<file path="src/rtl/mips_pkg.sv">
// Shared definitions for the multi-cycle MIPS controller: instruction field
// codes, ALU_control encodings, mux select codes and FSM state encodings.
package mips_pkg;

    // Primary opcodes (IR[31:26])
    localparam logic [5:0] OP_RTYPE = 6'h00;
    localparam logic [5:0] OP_J     = 6'h02;
    localparam logic [5:0] OP_BEQ   = 6'h04;
    localparam logic [5:0] OP_BNE   = 6'h05;
    localparam logic [5:0] OP_ADDI  = 6'h08;
    localparam logic [5:0] OP_SLTI  = 6'h0A;
    localparam logic [5:0] OP_ANDI  = 6'h0C;
    localparam logic [5:0] OP_ORI   = 6'h0D;
    localparam logic [5:0] OP_LW    = 6'h23;
    localparam logic [5:0] OP_SW    = 6'h2B;

    // R-type function codes (IR[5:0])
    localparam logic [5:0] FN_ADD = 6'h20;
    localparam logic [5:0] FN_SUB = 6'h22;
    localparam logic [5:0] FN_AND = 6'h24;
    localparam logic [5:0] FN_OR  = 6'h25;
    localparam logic [5:0] FN_NOR = 6'h27;
    localparam logic [5:0] FN_SLT = 6'h2A;

    // ALU_control codes understood by the ALU
    localparam logic [3:0] ALU_AND = 4'b0000;
    localparam logic [3:0] ALU_OR  = 4'b0001;
    localparam logic [3:0] ALU_ADD = 4'b0010;
    localparam logic [3:0] ALU_SUB = 4'b0110;
    localparam logic [3:0] ALU_SLT = 4'b0111;
    localparam logic [3:0] ALU_NOR = 4'b1100;

    // ALU B operand select
    localparam logic [1:0] SRC_B_REG  = 2'b00;
    localparam logic [1:0] SRC_B_FOUR = 2'b01;
    localparam logic [1:0] SRC_B_IMM  = 2'b10;
    localparam logic [1:0] SRC_B_BR   = 2'b11;

    // PC source select
    localparam logic [1:0] PC_SRC_ALU    = 2'b00;
    localparam logic [1:0] PC_SRC_ALUOUT = 2'b01;
    localparam logic [1:0] PC_SRC_JUMP   = 2'b10;

    // Controller states; encodings 12..15 are unreachable
    typedef enum logic [3:0] {
        ST_FETCH     = 4'd0,
        ST_DECODE    = 4'd1,
        ST_MEM_ADDR  = 4'd2,
        ST_MEM_READ  = 4'd3,
        ST_MEM_WB    = 4'd4,
        ST_MEM_WRITE = 4'd5,
        ST_R_EXEC    = 4'd6,
        ST_R_WB      = 4'd7,
        ST_BRANCH    = 4'd8,
        ST_JUMP      = 4'd9,
        ST_I_EXEC    = 4'd10,
        ST_I_WB      = 4'd11
    } state_t;

    // What kind of ALU operation the current state asks for
    typedef enum logic [2:0] {
        ALU_CLS_NONE  = 3'd0,
        ALU_CLS_ADD   = 3'd1,
        ALU_CLS_SUB   = 3'd2,
        ALU_CLS_RTYPE = 3'd3,
        ALU_CLS_ITYPE = 3'd4
    } alu_cls_t;

    // Logical immediates are zero-extended, arithmetic ones sign-extended
    function automatic logic is_zero_ext_op(input logic [5:0] op);
        return (op == OP_ANDI) || (op == OP_ORI);
    endfunction

endpackage

</file>
<file path="src/rtl/mips_alu_decode.sv">
// ALU_control decoder: maps the operation class requested by the controller
// plus the IR opcode/funct fields onto the 4-bit ALU_control code.
module mips_alu_decode
    import mips_pkg::*;
(
    input  alu_cls_t    alu_cls,
    input  logic [5:0]  opcode,
    input  logic [5:0]  funct,
    output logic [3:0]  alu_control,
    output logic        funct_valid
);

    // funct is a supported R-type operation (independent of class)
    always_comb begin
        case (funct)
            FN_ADD, FN_SUB, FN_AND, FN_OR, FN_NOR, FN_SLT: funct_valid = 1'b1;
            default:                                        funct_valid = 1'b0;
        endcase
    end

    // Select the ALU operation; unknown codes fall back to AND (0000)
    always_comb begin
        alu_control = ALU_AND;
        case (alu_cls)
            ALU_CLS_ADD: alu_control = ALU_ADD;
            ALU_CLS_SUB: alu_control = ALU_SUB;
            ALU_CLS_RTYPE: begin
                case (funct)
                    FN_ADD:  alu_control = ALU_ADD;
                    FN_SUB:  alu_control = ALU_SUB;
                    FN_AND:  alu_control = ALU_AND;
                    FN_OR:   alu_control = ALU_OR;
                    FN_NOR:  alu_control = ALU_NOR;
                    FN_SLT:  alu_control = ALU_SLT;
                    default: alu_control = ALU_AND;
                endcase
            end
            ALU_CLS_ITYPE: begin
                case (opcode)
                    OP_ADDI: alu_control = ALU_ADD;
                    OP_ANDI: alu_control = ALU_AND;
                    OP_ORI:  alu_control = ALU_OR;
                    OP_SLTI: alu_control = ALU_SLT;
                    default: alu_control = ALU_AND;
                endcase
            end
            default: alu_control = ALU_AND;
        endcase
    end

endmodule

</file>
<file path="src/rtl/mips_mc_control.sv">
// Multi-cycle MIPS main controller. Outputs are decoded from the state
// register (pc_en/ir_write also look at mem_ready in FETCH and zero in
// BRANCH) and are all forced low while rst is high, so no write enable can
// fire in a reset cycle even if the FSM was mid-instruction.
module mips_mc_control
    import mips_pkg::*;
#(
    parameter bit RESET_PC_HOLD = 1'b0
) (
    input  logic        clk,
    input  logic        rst,
    input  logic [5:0]  opcode,
    input  logic [5:0]  funct,
    input  logic        zero,
    input  logic        mem_ready,
    output logic        pc_en,
    output logic        i_or_d,
    output logic        mem_read,
    output logic        mem_write,
    output logic        ir_write,
    output logic        mem_to_reg,
    output logic        reg_dst,
    output logic        reg_write,
    output logic        alu_src_a,
    output logic [1:0]  alu_src_b,
    output logic        zero_ext,
    output logic [1:0]  pc_source,
    output logic [3:0]  ALU_control,
    output logic        illegal,
    output logic [3:0]  state
);

    state_t   state_reg, state_next;
    logic     illegal_reg, illegal_next;
    logic     first_fetch_reg;
    alu_cls_t alu_cls;
    logic [3:0] alu_control_dec;
    logic     funct_valid;
    logic     pc_hold;

    mips_alu_decode u_alu_decode (
        .alu_cls     (alu_cls),
        .opcode      (opcode),
        .funct       (funct),
        .alu_control (alu_control_dec),
        .funct_valid (funct_valid)
    );

    // Only the very first FETCH after reset suppresses the PC update
    assign pc_hold = RESET_PC_HOLD && first_fetch_reg;

    assign state   = state_reg;
    assign illegal = illegal_reg;

    // Next-state logic; IR fields are only consulted from DECODE onward
    always_comb begin
        state_next   = state_reg;
        illegal_next = illegal_reg;
        case (state_reg)
            ST_FETCH: begin
                if (mem_ready) state_next = ST_DECODE;
            end
            ST_DECODE: begin
                case (opcode)
                    OP_LW, OP_SW:                     state_next = ST_MEM_ADDR;
                    OP_RTYPE:                         state_next = ST_R_EXEC;
                    OP_BEQ, OP_BNE:                   state_next = ST_BRANCH;
                    OP_J:                             state_next = ST_JUMP;
                    OP_ADDI, OP_ANDI, OP_ORI, OP_SLTI: state_next = ST_I_EXEC;
                    default: begin
                        state_next   = ST_FETCH;
                        illegal_next = 1'b1;
                    end
                endcase
            end
            ST_MEM_ADDR: begin
                state_next = (opcode == OP_LW) ? ST_MEM_READ : ST_MEM_WRITE;
            end
            ST_MEM_READ: begin
                if (mem_ready) state_next = ST_MEM_WB;
            end
            ST_MEM_WRITE: begin
                if (mem_ready) state_next = ST_FETCH;
            end
            ST_R_EXEC: begin
                if (funct_valid) begin
                    state_next = ST_R_WB;
                end else begin
                    state_next   = ST_FETCH;
                    illegal_next = 1'b1;
                end
            end
            ST_I_EXEC: state_next = ST_I_WB;
            ST_MEM_WB, ST_R_WB, ST_BRANCH, ST_JUMP, ST_I_WB: state_next = ST_FETCH;
            default:   state_next = ST_FETCH;
        endcase
    end

    // State, sticky illegal flag and first-fetch marker
    always_ff @(posedge clk) begin
        if (rst) begin
            state_reg       <= ST_FETCH;
            illegal_reg     <= 1'b0;
            first_fetch_reg <= 1'b1;
        end else begin
            state_reg   <= state_next;
            illegal_reg <= illegal_next;
            if (state_reg == ST_FETCH && mem_ready) first_fetch_reg <= 1'b0;
        end
    end

    // Which ALU operation each state requests
    always_comb begin
        case (state_reg)
            ST_FETCH, ST_DECODE, ST_MEM_ADDR: alu_cls = ALU_CLS_ADD;
            ST_BRANCH:                        alu_cls = ALU_CLS_SUB;
            ST_R_EXEC:                        alu_cls = ALU_CLS_RTYPE;
            ST_I_EXEC:                        alu_cls = ALU_CLS_ITYPE;
            default:                          alu_cls = ALU_CLS_NONE;
        endcase
    end

    // Control output decode; everything low in reset and in unused encodings
    always_comb begin
        pc_en       = 1'b0;
        i_or_d      = 1'b0;
        mem_read    = 1'b0;
        mem_write   = 1'b0;
        ir_write    = 1'b0;
        mem_to_reg  = 1'b0;
        reg_dst     = 1'b0;
        reg_write   = 1'b0;
        alu_src_a   = 1'b0;
        alu_src_b   = SRC_B_REG;
        zero_ext    = 1'b0;
        pc_source   = PC_SRC_ALU;
        ALU_control = ALU_AND;
        if (!rst) begin
            case (state_reg)
                ST_FETCH: begin
                    mem_read    = 1'b1;
                    ir_write    = mem_ready;
                    alu_src_b   = SRC_B_FOUR;
                    ALU_control = alu_control_dec;
                    pc_en       = mem_ready && !pc_hold;
                end
                ST_DECODE: begin
                    alu_src_b   = SRC_B_BR;
                    ALU_control = alu_control_dec;
                end
                ST_MEM_ADDR: begin
                    alu_src_a   = 1'b1;
                    alu_src_b   = SRC_B_IMM;
                    ALU_control = alu_control_dec;
                end
                ST_MEM_READ: begin
                    mem_read = 1'b1;
                    i_or_d   = 1'b1;
                end
                ST_MEM_WB: begin
                    reg_write  = 1'b1;
                    mem_to_reg = 1'b1;
                end
                ST_MEM_WRITE: begin
                    mem_write = 1'b1;
                    i_or_d    = 1'b1;
                end
                ST_R_EXEC: begin
                    alu_src_a   = 1'b1;
                    ALU_control = alu_control_dec;
                end
                ST_R_WB: begin
                    reg_write = 1'b1;
                    reg_dst   = 1'b1;
                end
                ST_BRANCH: begin
                    alu_src_a   = 1'b1;
                    ALU_control = alu_control_dec;
                    pc_source   = PC_SRC_ALUOUT;
                    pc_en       = (opcode == OP_BNE) ? !zero : zero;
                end
                ST_JUMP: begin
                    pc_source = PC_SRC_JUMP;
                    pc_en     = 1'b1;
                end
                ST_I_EXEC: begin
                    alu_src_a   = 1'b1;
                    alu_src_b   = SRC_B_IMM;
                    zero_ext    = is_zero_ext_op(opcode);
                    ALU_control = alu_control_dec;
                end
                ST_I_WB: begin
                    reg_write = 1'b1;
                end
                default: begin
                    pc_en = 1'b0;
                end
            endcase
        end
    end

endmodule

</file>
<file path="config.mk">
export PLATFORM = sky130hd
export DESIGN_NAME = mips_mc_control
export DESIGN_NICKNAME = d
export VERILOG_FILES = /design/src/rtl/mips_pkg.sv /design/src/rtl/mips_alu_decode.sv /design/src/rtl/mips_mc_control.sv
export SDC_FILE = /design/constraint.sdc
export NUM_CORES = 1
export LEC_CHECK = 0
export ABC_AREA = 1
export BUFFER_PORTS_ARGS = -buffer_cell sky130_fd_sc_hd__buf_2
export CORE_AREA = 2 2 52 54
export CTS_BUF_LIST = sky130_fd_sc_hd__clkbuf_8
export CTS_CLUSTER_SIZE = 10
export DETAILED_ROUTE_END_ITERATION = 16
export DIE_AREA = 0 0 54 56
export HOLD_SLACK_MARGIN = 0.12
export PLACE_DENSITY = 0.57
export SLEW_MARGIN = 20
export SYNTH_ARGS = -nofsm -noshare
export SYNTH_HDL_FRONTEND = slang
export SYNTH_SLANG_ARGS = --single-unit
</file>
<file path="constraint.sdc">
create_clock -name clk -period 1.48 [get_ports clk]
set_input_delay 0.148 -clock clk [delete_from_list [all_inputs] [get_ports clk]]
set_output_delay 0.148 -clock clk [all_outputs]
set_load 0.01 [all_outputs]
</file>
Yosys cells after proc, flatten, opt, wreduce, memory -nomap -nowiden --
Index checks and enable logic that the tools add are counted.
Word-level totals: bits of input ports 16, output and inout bits 23, word-level logic and storage cells 98, bits in registers 5
Operators by class: reduce and logical (&&, ||, !) cells 19, equal/unequal tests 35, muxes and demuxes 42
Operator list (number):
- 6-bit equality test, second input constant | 8
- 4-bit case mux with 5 select lines | 2
- 4-bit case mux with 7 select lines | 1
- 6-bit by 4-bit equality test with 1-bit output, second input constant | 4
- 1-bit two-way mux | 23
- 4-bit two-way mux | 5
- 4-bit by 3-bit equality test with 1-bit output, second input constant | 4
- 4-bit equality test, second input constant | 4
- 4-bit case mux with 4 select lines | 1
- 6-bit by 3-bit equality test with 1-bit output, second input constant | 2
- 3-bit case mux with 4 select lines | 1
- 6-bit OR reduction | 2
- 2-bit inequality test, second input constant | 5
- 10-bit OR reduction | 1
- 2-bit OR reduction | 5
- 3-bit case mux with 3 select lines | 1
- 4-bit by 2-bit equality test with 1-bit output, second input constant | 2
- 4-bit OR reduction | 2
- 3-bit by 2-bit equality test with 1-bit output, second input constant | 2
- 6-bit by 2-bit equality test with 1-bit output, second input constant | 1
- 6-bit zero test | 1
- 3-bit two-way mux | 2
- 2-bit case mux with 3 select lines | 1
- 3-bit AND reduction | 2
- other kinds (12) | 14

Longest topological paths before layout --
Gate-level depths: netlist of the first run.
word-level depth 7, mapped depth 9, depth with buffers taken out 9

Cells and area by module --
A second synthesis of the first run with hierarchy kept.
Second synthesis, totals: cell total of the unflattened synthesis 189, area total of the unflattened synthesis 957.2 sq um
By module, submodules not included:
- mips_mc_control | instances 1, seq. area each 100.1 sq um, cells each 136, area each 706.9 sq um
- mips_alu_decode | instances 1, seq. area each 0.0 sq um, cells each 53, area each 250.2 sq um

Worst setup path before layout of the first run --
Ideal clock, no wire load.
path type register to output, start reg state_reg[0] (netlist: state[0]), end out pc_en, cell stages (with the launch flop) 6, path buffers 0, path slack 0.080 ns, data arrival time 1.252 ns, data required time 1.332 ns, cell sequence dfxtp_1 inv_2 or2_4 nor3_1 nor2_1 o31ai_1
On the way: word-level cells in the longest chain between the ends 3, elaborated cells between the ends (all ways) 5, those cells by class eq/ne: 2; mux: 2; reduce/logical: 1
Ends and longest elaborated chain:
- start, declared | RTL line mips_mc_control.sv:33 | state_t state_reg, state_next;
- start signal, assigned | RTL line mips_mc_control.sv:106 | state_reg <= state_next;
- 4-bit equality test or 4-bit zero test (tied branches) | RTL line mips_mc_control.sv:139 | case (state_reg)
- 1-bit case mux with 3 select lines * | RTL line mips_mc_control.sv:139
- 1-bit two-way mux * | RTL line mips_mc_control.sv:138 | if (!rst) begin
- end, declared | RTL line mips_mc_control.sv:16 | output logic pc_en,
Every way passes the cells marked *; elsewhere a longest branch is shown, timed or not.

Final worst setup path of the first run --
Ends and elaborated chain as after synthesis.

==> results of run 1 <==
-- worst min-delay path, stage by stage --
cell	delay (ps)
buf_2	70
inv_1	80
nand2_2	100
a21oi_2	50
-- layout make-up --
class | instances | area (µm²) | share of cell area [%]
Sequential cell | 5 | 110.1 | 9.044
Multi-Input combinational cell | 112 | 665.6 | 54.68
Inverter | 27 | 108.9 | 8.941
Clock inverter | 1 | 3.754 | 0.3083
Tap cell | 30 | 37.54 | 3.083
Timing Repair Buffer | 46 | 250.2 | 20.55
Clock buffer | 3 | 41.29 | 3.392
-- cell families after synthesis --
kind of cell | Yosys count | synth area share [%]
simple gates | 94 | 59.75
flops | 5 | 12.38
xor+xnor | 1 | 1.084
buf+inv | 29 | 13.78
compound gates | 17 | 13.00
-- placed cells by master, fill, tap and decap left out --
| cell | n |
|---|---|
| a21oi_1 | 8 |
| nand2_4 | 1 |
| clkbuf_8 | 3 |
| nor2_8 | 1 |
| xor2_1 | 1 |
| nor2_4 | 8 |
| o21ai_2 | 1 |
| nand3_1 | 13 |
| or2_4 | 1 |
| o2111ai_2 | 1 |
| o21ai_1 | 1 |
| nor3_1 | 1 |
| inv_4 | 3 |
| o211ai_1 | 1 |
| inv_1 | 20 |
| nand2_2 | 5 |
| nand4_1 | 4 |
| dfxtp_2 | 2 |
| nor2_2 | 5 |
| nand3_2 | 1 |
| nand2_1 | 24 |
| buf_4 | 8 |
| dfxtp_4 | 2 |
| o31ai_1 | 1 |
| inv_2 | 5 |
| buf_2 | 38 |
| nor2_1 | 22 |
| a31oi_1 | 3 |
| nor3_2 | 6 |
| dfxtp_1 | 1 |
| a21oi_2 | 1 |
| nand3b_1 | 2 |
-- repair_timing --
item | 4_1_cts | 5_1_grt
resized for setup | 18 | 7
pin swaps | 9 | 4
hold endpoints to repair | 0 | 0
setup buffers | 5 | 1
setup endpoints to repair | 12 | 12
-- worst min-delay path by stage --
stage | startpoint | slack (ps) | to
2_1_floorplan | opcode[0] | 370 | illegal
3_3_place_gp | mem_ready | 500 | state[2]
3_5_place_dp | mem_ready | 500 | state[2]
4_1_cts | mem_ready | 280 | state[2]
5_1_grt | mem_ready | 290 | state[2]
6_report | mem_ready | 280 | state[2]
-- layer usage --
layer  global-route usage, %  up-vias  wire, µm
met4                   3.214        0         0
met1                   23.14      481      1097
met3                   2.688        0       104
met2                   29.97       27      1337
met5                       0        -         0
li1                        -      566         -
-- per-stage QoR --
| step | hold slack, ps | setup WS [ps] |
|---|---|---|
| 2_1_floorplan | 373.9 | 79.86 |
| 3_3_place_gp | 496.5 | -57.87 |
| 3_5_place_dp | 500.7 | -32.37 |
| 4_1_cts | 276.9 | -82.95 |
| 5_1_grt | 293.3 | -190.2 |
| 6_report | 279.3 | -99.14 |
-- report_power, final --
part / leakage (nW) / internal, mW / switching [mW]
logic: 0.581 / 0.0776 / 0.123
registers: 0.0432 / 0.142 / 0.00909
clock network: 0.0269 / 0.178 / 0.0674
total: 0.651 / 0.397 / 0.199
==> impl_metrics.json, run 1 <==
{
  "cp-start-kind": "flip-flop",
  "synth.most_common_cell": "nand2_1",
  "finClkSkew_ps": 2.249,
  "startpoint": "state[0]",
  "antenna_found_initial": 0,
  "cts_root_buf": "clkbuf_8",
  "ys_ff_latch": 5,
  "numCtsBuffers": 3,
  "ys_top_cells_by_area": "nand2_1, dfxtp_1, nor2_1",
  "hpwl_mm": 2.032,
  "track_usage_pct": 17.65,
  "rr_worst_depth": 8,
  "yosys-top-cells-count": "nand2_1, nor2_1, inv_1",
  "synth_flop_cell": "dfxtp_1",
  "p_leak_nw": 0.6511,
  "crit_cells": 6,
  "grt_pass1_vias": 973,
  "clock_path_buffers": 2,
  "r2r-end": "state[2]",
  "post-synth-top-area-cell": "nand2_1",
  "fp-row-count": 18,
  "die-area_um2": 3024,
  "syn2layout_area_growth_pct": 50.62,
  "reg2reg_setup_slack_ps": 180,
  "synthArstFlopShare_pct": 0,
  "portBuffers": 38,
  "ir_drop_v": 0.0003496,
  "grt_first_pass_wirelength_mm": 4.126,
  "crit_buf_inv": 2,
  "drive_gt1_share_pct": 47.42,
  "finalSetupTns_ps": -489.7,
  "setup_viol": 9,
  "cts_hold_buf": 0,
  "cts_tree": "done",
  "place_inst": 214,
  "num_vias": 1074,
  "status": "complete, but fails checks",
  "crit_fanout": 4,
  "cp-end-kind": "primary output",
  "place_congestion": 0.8212,
  "whs_path_depth": 4,
  "drt_iter0_markers": 18,
  "netlist_instances": 146,
  "vias_per_cell": 4.795,
  "firstDrtPassIters": 4,
  "rsz0062_at_grt": "true",
  "synth_edf_count": 0,
  "hold_viol": 0,
  "clkTransAtPathRegs_ps": 40,
  "power.density_nw_per_um2": 489.6,
  "ios": 39,
  "syn-cell-area_um2": 808.3,
  "start_util_pct": 33.23,
  "crit_end": "pc_en",
  "worst_slew_pin_slew_ps": 347.9,
  "crit_family": "simple AND/OR/NAND/NOR gates",
  "final_core_util_pct": 50.05,
  "crit_arrival_ps": 1430,
  "fin_area_um2": 1217,
  "critical_path.cell_chain": "inv_4 > or2_4 > nor3_1 > nor2_1 > o31ai_1 > buf_2",
  "violations": "negative setup slack",
  "max_stage_delay_ps": 370,
  "syn_avg_cell_area_um2": 5.536,
  "drt-total-wl_mm": 2.540,
  "slew_viol_final": 0,
  "synth_top_cell_area_share_pct": 12.54,
  "die_height_um": 56,
  "final_antenna_net_count": 0,
  "hold_class": "input pin to flip-flop",
  "coreArea_um2": 2432,
  "min_period_ps": 1579,
  "clock-sinks": 5,
  "antenna_cells": 0,
  "setup_ws_ps": -99.14,
  "period_share_pct": 106.7,
  "drv_cap": 0,
  "relSlewSlack_pct": 76.81,
  "grt_overflow_total": 0,
  "htreeDepth": 1,
  "yosys_warnings": 0,
  "crit_type": "flip-flop to primary output",
  "fillers": 262,
  "ys_types": 27,
  "finalPower_mw": 0.5961,
  "drc": 0,
  "die_w_um": 54,
  "post_layout_nonfiller_instances": 224,
  "nets": 211,
  "grt_start_max_net_pins": 18,
  "regToRegStartpoint": "state[0]",
  "cp_data_required_time_ps": 1330,
  "wire_per_inst_um": 11.34,
  "timing.fmax_mhz": 633.3,
  "detailed_place.area_um2": 1044,
  "clk_latency_ps": 220,
  "largest_register_ffs": 4,
  "seq_area_frac_synth_pct": 12.38,
  "cp_slowest_cell": "dfxtp_4",
  "syn_nets": 162
}
Note: power is estimated with default switching activity, not from simulation.
==> inputs of run 2 (changes only) <==
- ABC_CLOCK_PERIOD_IN_PS: not set -> 1480
- MAX_ROUTING_LAYER: not set -> met4
==> run 2 against run 1 <==
Clock-buffer cell count stayed put. Critical endpoint unchanged. The run still ends with negative setup slack left. Sequential power hardly changed. Clock power hardly changed. Worst hold slack hardly changed. Highest routed layer unchanged.
==> impl_metrics.json, run 2 (same netlist as run 1, synthesis figures left out) <==
{
  "ir_drop_v": 0.0003466,
  "crit_arrival_ps": 1450,
  "portBuffers": 38,
  "drt-total-wl_mm": 2.525,
  "die_height_um": 56,
  "final_common_cell": "buf_2",
  "final_core_util_pct": 49.85,
  "clkTransAtPathRegs_ps": 40,
  "hold_viol": 0,
  "drv_cap": 0,
  "clock_path_buffers": 2,
  "startpoint": "state[0]",
  "min_period_ps": 1599,
  "start_util_pct": 33.23,
  "syn2layout_area_growth_pct": 50.00,
  "htreeDepth": 1,
  "timing.fmax_mhz": 625.4,
  "relSlewSlack_pct": 76.83,
  "die_w_um": 54,
  "setup_ws_ps": -119.1,
  "hpwl_mm": 2.032,
  "antenna_cells": 0,
  "slew_viol_final": 0,
  "mostFrequentLayoutCells": "buf_2, nand2_1, nor2_1",
  "hold_class": "input pin to flip-flop",
  "fillers": 263,
  "fp-row-count": 18,
  "period_share_pct": 108.0,
  "antenna_found_initial": 0,
  "num_vias": 1070,
  "coreArea_um2": 2432,
  "min_from": "mem_ready",
  "grt_first_pass_wirelength_mm": 4.133,
  "regToRegStartpoint": "state[0]",
  "power.density_nw_per_um2": 490.6,
  "grt_pass1_vias": 973,
  "status": "complete, but fails checks",
  "cts_tree": "done",
  "firstDrtPassIters": 4,
  "nets": 211,
  "vias_per_cell": 4.777,
  "cp-end-kind": "primary output",
  "cts_root_buf": "clkbuf_8",
  "finClkSkew_ps": 2.312,
  "drive_gt1_share_pct": 47.42,
  "largest_register_ffs": 4,
  "seq_area_um2": 107.6,
  "violations": "negative setup slack",
  "place_congestion": 0.8336,
  "drt_iter0_markers": 18,
  "track_usage_pct": 18.17,
  "clk_latency_ps": 220,
  "cp_data_required_time_ps": 1330,
  "ios": 39,
  "crit_fanout": 4,
  "grt_overflow_total": 0,
  "p_leak_nw": 0.6502,
  "die-area_um2": 3024,
  "worst_slew_pin_slew_ps": 347.5,
  "setup_viol": 9,
  "numCtsBuffers": 3,
  "grt_start_max_net_pins": 18,
  "drc": 0,
  "cts_hold_buf": 0,
  "wire_per_inst_um": 11.27,
  "crit_type": "flip-flop to primary output",
  "cp-start-kind": "flip-flop",
  "final_antenna_net_count": 0,
  "clock-sinks": 5,
  "multi_input_area_um2": 665.6,
  "rsz0062_at_grt": "true",
  "finalPower_mw": 0.5948
}
run 2: cell count changes in the layout (fill, tap and decap cells not counted):
cell	delta
dfxtp_2	+1
dfxtp_4	-1
inv_2	+1
inv_4	-1
run 2: where the power goes:
part           switching [mW]  total, mW  internal [mW]
combinational           0.123      0.200         0.0769
sequential            0.00809      0.150          0.142
clock                  0.0675      0.245          0.178
run 2: path summary, 6_finish.rpt:
kind	to	slack, ps	depth (start not counted)
setup reg to reg	state[2]	180	8
hold reg to reg	illegal	520	2
setup / recovery	pc_en	-120	6
hold / removal	state[2]	280	4
run 2: critical path: stages (launching register included):
cell and delay, ps:
dfxtp_2 360, inv_2 70, or2_4 280, nor3_1 200
nor2_1 90, o31ai_1 70, buf_2 170
run 2: layout make-up:
class,count,area share [%]
clock buffers,3,3.406
flip-flops and latches,5,8.875
repair buffers,46,20.64
inverters,27,8.772
multi-input cells,112,54.90
well taps,30,3.096
clock inverters,1,0.3096
run 2: timing repair:
action,in CTS,in global routing
gates cloned,0,0
setup buffers,5,1
setup endpoints to repair,12,12
gates resized for setup,18,5
pin swaps,9,4
run 2: routing by layer:
metal / GRT usage [%] / vias to the layer above / part of all wire [%]
li1: - / 565 / -
met1: 23.14 / 484 / 44
met2: 30.14 / 21 / 53
met3: 2.688 / 0 / 3.5
met4: 3.214 / 0 / 0
met5: - / - / 0
run 2: per-stage QoR:
stage	worst slack, ps	instance area [µm²]	hold slack (ps)	std cells	setup TNS [ps]
floorplan	79.86	808.3	373.9	146	0
global placement	-57.87	1044	496.5	214	-64.96
detailed placement	-32.37	1044	500.7	214	-45.88
CTS	-82.95	1190	276.9	223	-384.9
global route	-190.3	1212	293.3	224	-1414
finish	-119.1	1212	279.2	224	-532.5
==> inputs of run 3 (changes only) <==
- ABC_AREA: 1 -> not set
- CORE_AREA: 2 2 52 54 -> 2 2 53 55
- DIE_AREA: 0 0 54 56 -> 0 0 55 57
- SLEW_MARGIN: 20 -> 0
==> run 3 against run 2 <==
The flow still finishes with violations (negative setup slack). Highest routed layer is now met4. Critical endpoint is now ALU_control[1]. Critical path depth up 1. Sequential cell count stayed put. Largest cell class unchanged. Synthesized cell count fell by 12%. First-iteration DRC count grew to 2.5 times the previous value. Critical path type is now input pin to primary output.
==> impl_metrics.json, run 3 <==
{
  "status": "complete, but fails checks",
  "violations": "negative setup slack",
  "post-synth-top-area-cell": "dfxtp_1",
  "syn-cell-area_um2": 849.6,
  "final_antenna_net_count": 0,
  "firstDrtPassIters": 4,
  "start_util_pct": 32.49,
  "ys_types": 47,
  "synth-compound-area-share_pct": 30.04,
  "synth_top_cell_area_share_pct": 11.78,
  "synth_fa_ha_area_share_pct": 0,
  "drc": 0,
  "ys_top_cells_by_area": "dfxtp_1, a21oi_1, nor3_1",
  "p_leak_nw": 0.7185,
  "worst_slew_pin_slew_ps": 615.2,
  "fp-row-count": 19,
  "grt_start_max_net_pins": 21,
  "clock-sinks": 5,
  "synthArstFlopShare_pct": 0,
  "cts_hold_buf": 0,
  "grt_pass1_vias": 1205,
  "portBuffers": 38,
  "synth_top_family_by_area": "simple AND/OR/NAND/NOR gates",
  "regToRegStartpoint": "state[3]",
  "vias_per_cell": 5.703,
  "min_period_ps": 1780,
  "cp-end-kind": "primary output",
  "final_common_cell": "buf_2",
  "num_vias": 1323,
  "largest_register_ffs": 4,
  "synth-simple-area-share_pct": 44.62,
  "ios": 39,
  "syn_avg_cell_area_um2": 6.586,
  "drive_gt1_share_pct": 58.71,
  "coreArea_um2": 2615,
  "synth.most_common_cell": "a21oi_1",
  "hold_class": "input pin to flip-flop",
  "grt_first_pass_wirelength_mm": 5.250,
  "syn_nets": 145,
  "cts_root_buf": "clkbuf_8",
  "grt_overflow_total": 0,
  "hpwl_mm": 2.472,
  "cp_data_required_time_ps": 1330,
  "timing.fmax_mhz": 561.8,
  "cp-start-kind": "input pin",
  "die_height_um": 57,
  "rsz0062_at_grt": "true",
  "clkTransAtPathRegs_ps": 40,
  "seq_area_frac_synth_pct": 11.78,
  "numCtsBuffers": 3,
  "synth_flop_cell": "dfxtp_1",
  "wire_per_inst_um": 15.37,
  "synth_mux_area_share_pct": 3.829,
  "yosys-top-cells-count": "a21oi_1, nand2_1, nor2_1, nor3_1",
  "whs_path_depth": 3,
  "slew_viol_final": 0,
  "ys_ff_latch": 5,
  "clock_path_buffers": 2,
  "drv_cap": 0,
  "rr_worst_depth": 5,
  "mostFrequentLayoutCells": "buf_2, buf_4, buf_6",
  "power.density_nw_per_um2": 413.5,
  "setup_viol": 8,
  "holdPathEnd": "state[0]",
  "drt_iter0_markers": 45,
  "synth_edf_count": 0,
  "die_w_um": 55,
  "place_congestion": 0.9025,
  "nets": 218,
  "cts_tree": "done",
  "period_share_pct": 120.3,
  "crit_type": "input pin to primary output",
  "track_usage_pct": 22.86,
  "syn2layout_area_growth_pct": 94.40,
  "reg2reg_setup_slack_ps": -40,
  "clk_latency_ps": 220,
  "ir_drop_v": 0.0003500,
  "crit_fanout": 5,
  "holdWs_ps": 277.4,
  "yosys_warnings": 0,
  "netlist_instances": 129,
  "die-area_um2": 3135,
  "crit_arrival_ps": 1630,
  "relSlewSlack_pct": 58.47,
  "r2r-end": "state[0]",
  "synth-xor-area-share_pct": 3.093,
  "min_from": "opcode[1]",
  "finClkSkew_ps": 2.623,
  "drt-total-wl_mm": 3.565,
  "setup_ws_ps": -300.0,
  "antenna_found_initial": 0,
  "hold_viol": 0,
  "finalPower_mw": 0.6830,
  "htreeDepth": 1,
  "antenna_cells": 0
}
## run 3: worst max-delay path by stage
stage	start	end	slack, ps
finish	opcode[5]	ALU_control[1]	-300
global route	opcode[5]	ALU_control[1]	-420
CTS	state[3]	ALU_control[3]	-170
detailed placement	state[0]	state[0]	-110
global placement	state[1]	ALU_control[3]	-40
floorplan	state[0]	pc_en	-30
## run 3: layer usage
layer / part of all wire, % / vias to the layer above / track usage [%] / wire (µm)
met4: 2.6 / 0 / 8.014 / 91
met1: 42 / 615 / 27.74 / 1485
li1: - / 630 / - / -
met3: 6.1 / 14 / 2.880 / 217
met2: 50 / 64 / 37.93 / 1770
met5: 0 / - / - / 0
## run 3: logic make-up (layout without fill, tap and decap cells)
kind of cell              count (synthesis)  count (layout)
AOI/OAI and AO/OA                        39              39
DFF                                       5               5
and+or+nand+nor                          65              65
muxes                                     3               3
buffers and inverters                    14              86
xor gates and xnor gates                  3               3
## run 3: per-stage QoR
step	TNS (ps)	worst slack (ps)	area [µm²]	utilization, %	instances
after CTS	-1097	-166.9	1475	56.41	228
after global placement	-95.42	-38.85	1255	47.99	216
after global routing	-2220	-416.6	1652	63.16	232
after detailed placement	-404.4	-114.0	1255	47.99	216
final	-1276	-300.0	1652	63.16	232
after floorplan	-54.21	-32.52	869.6	-	129
## run 3: critical path, stage by stage
cell and delay (ps):
buf_2 120, nor2_1 140, nand2_1 170, o311ai_0 570
a31oi_1 200, nor2_1 130, buf_2 140
## run 3: layout make-up
class / count / area, µm²
multi-input cells: 110 / 887.1
fillers: 223 / 963.4
inverters: 4 / 15.01
clock inverters: 1 / 3.754
well taps: 31 / 38.79
flip-flops and latches: 5 / 115.1
clock buffers: 3 / 41.29
repair buffers: 78 / 550.5
## run 3: what timing repair did
action,in CTS,in global routing
hold endpoints to repair,0,0
pin swaps,17,22
buffers inserted,8,6
endpoints found under the setup margin,17,17
gates resized for setup,31,30
## run 3: power by group
part	switching [mW]	total [mW]	internal, mW
combinational	0.145	0.288	0.143
sequential	0.00781	0.144	0.136
clock	0.0725	0.251	0.178
total	0.226	0.683	0.457
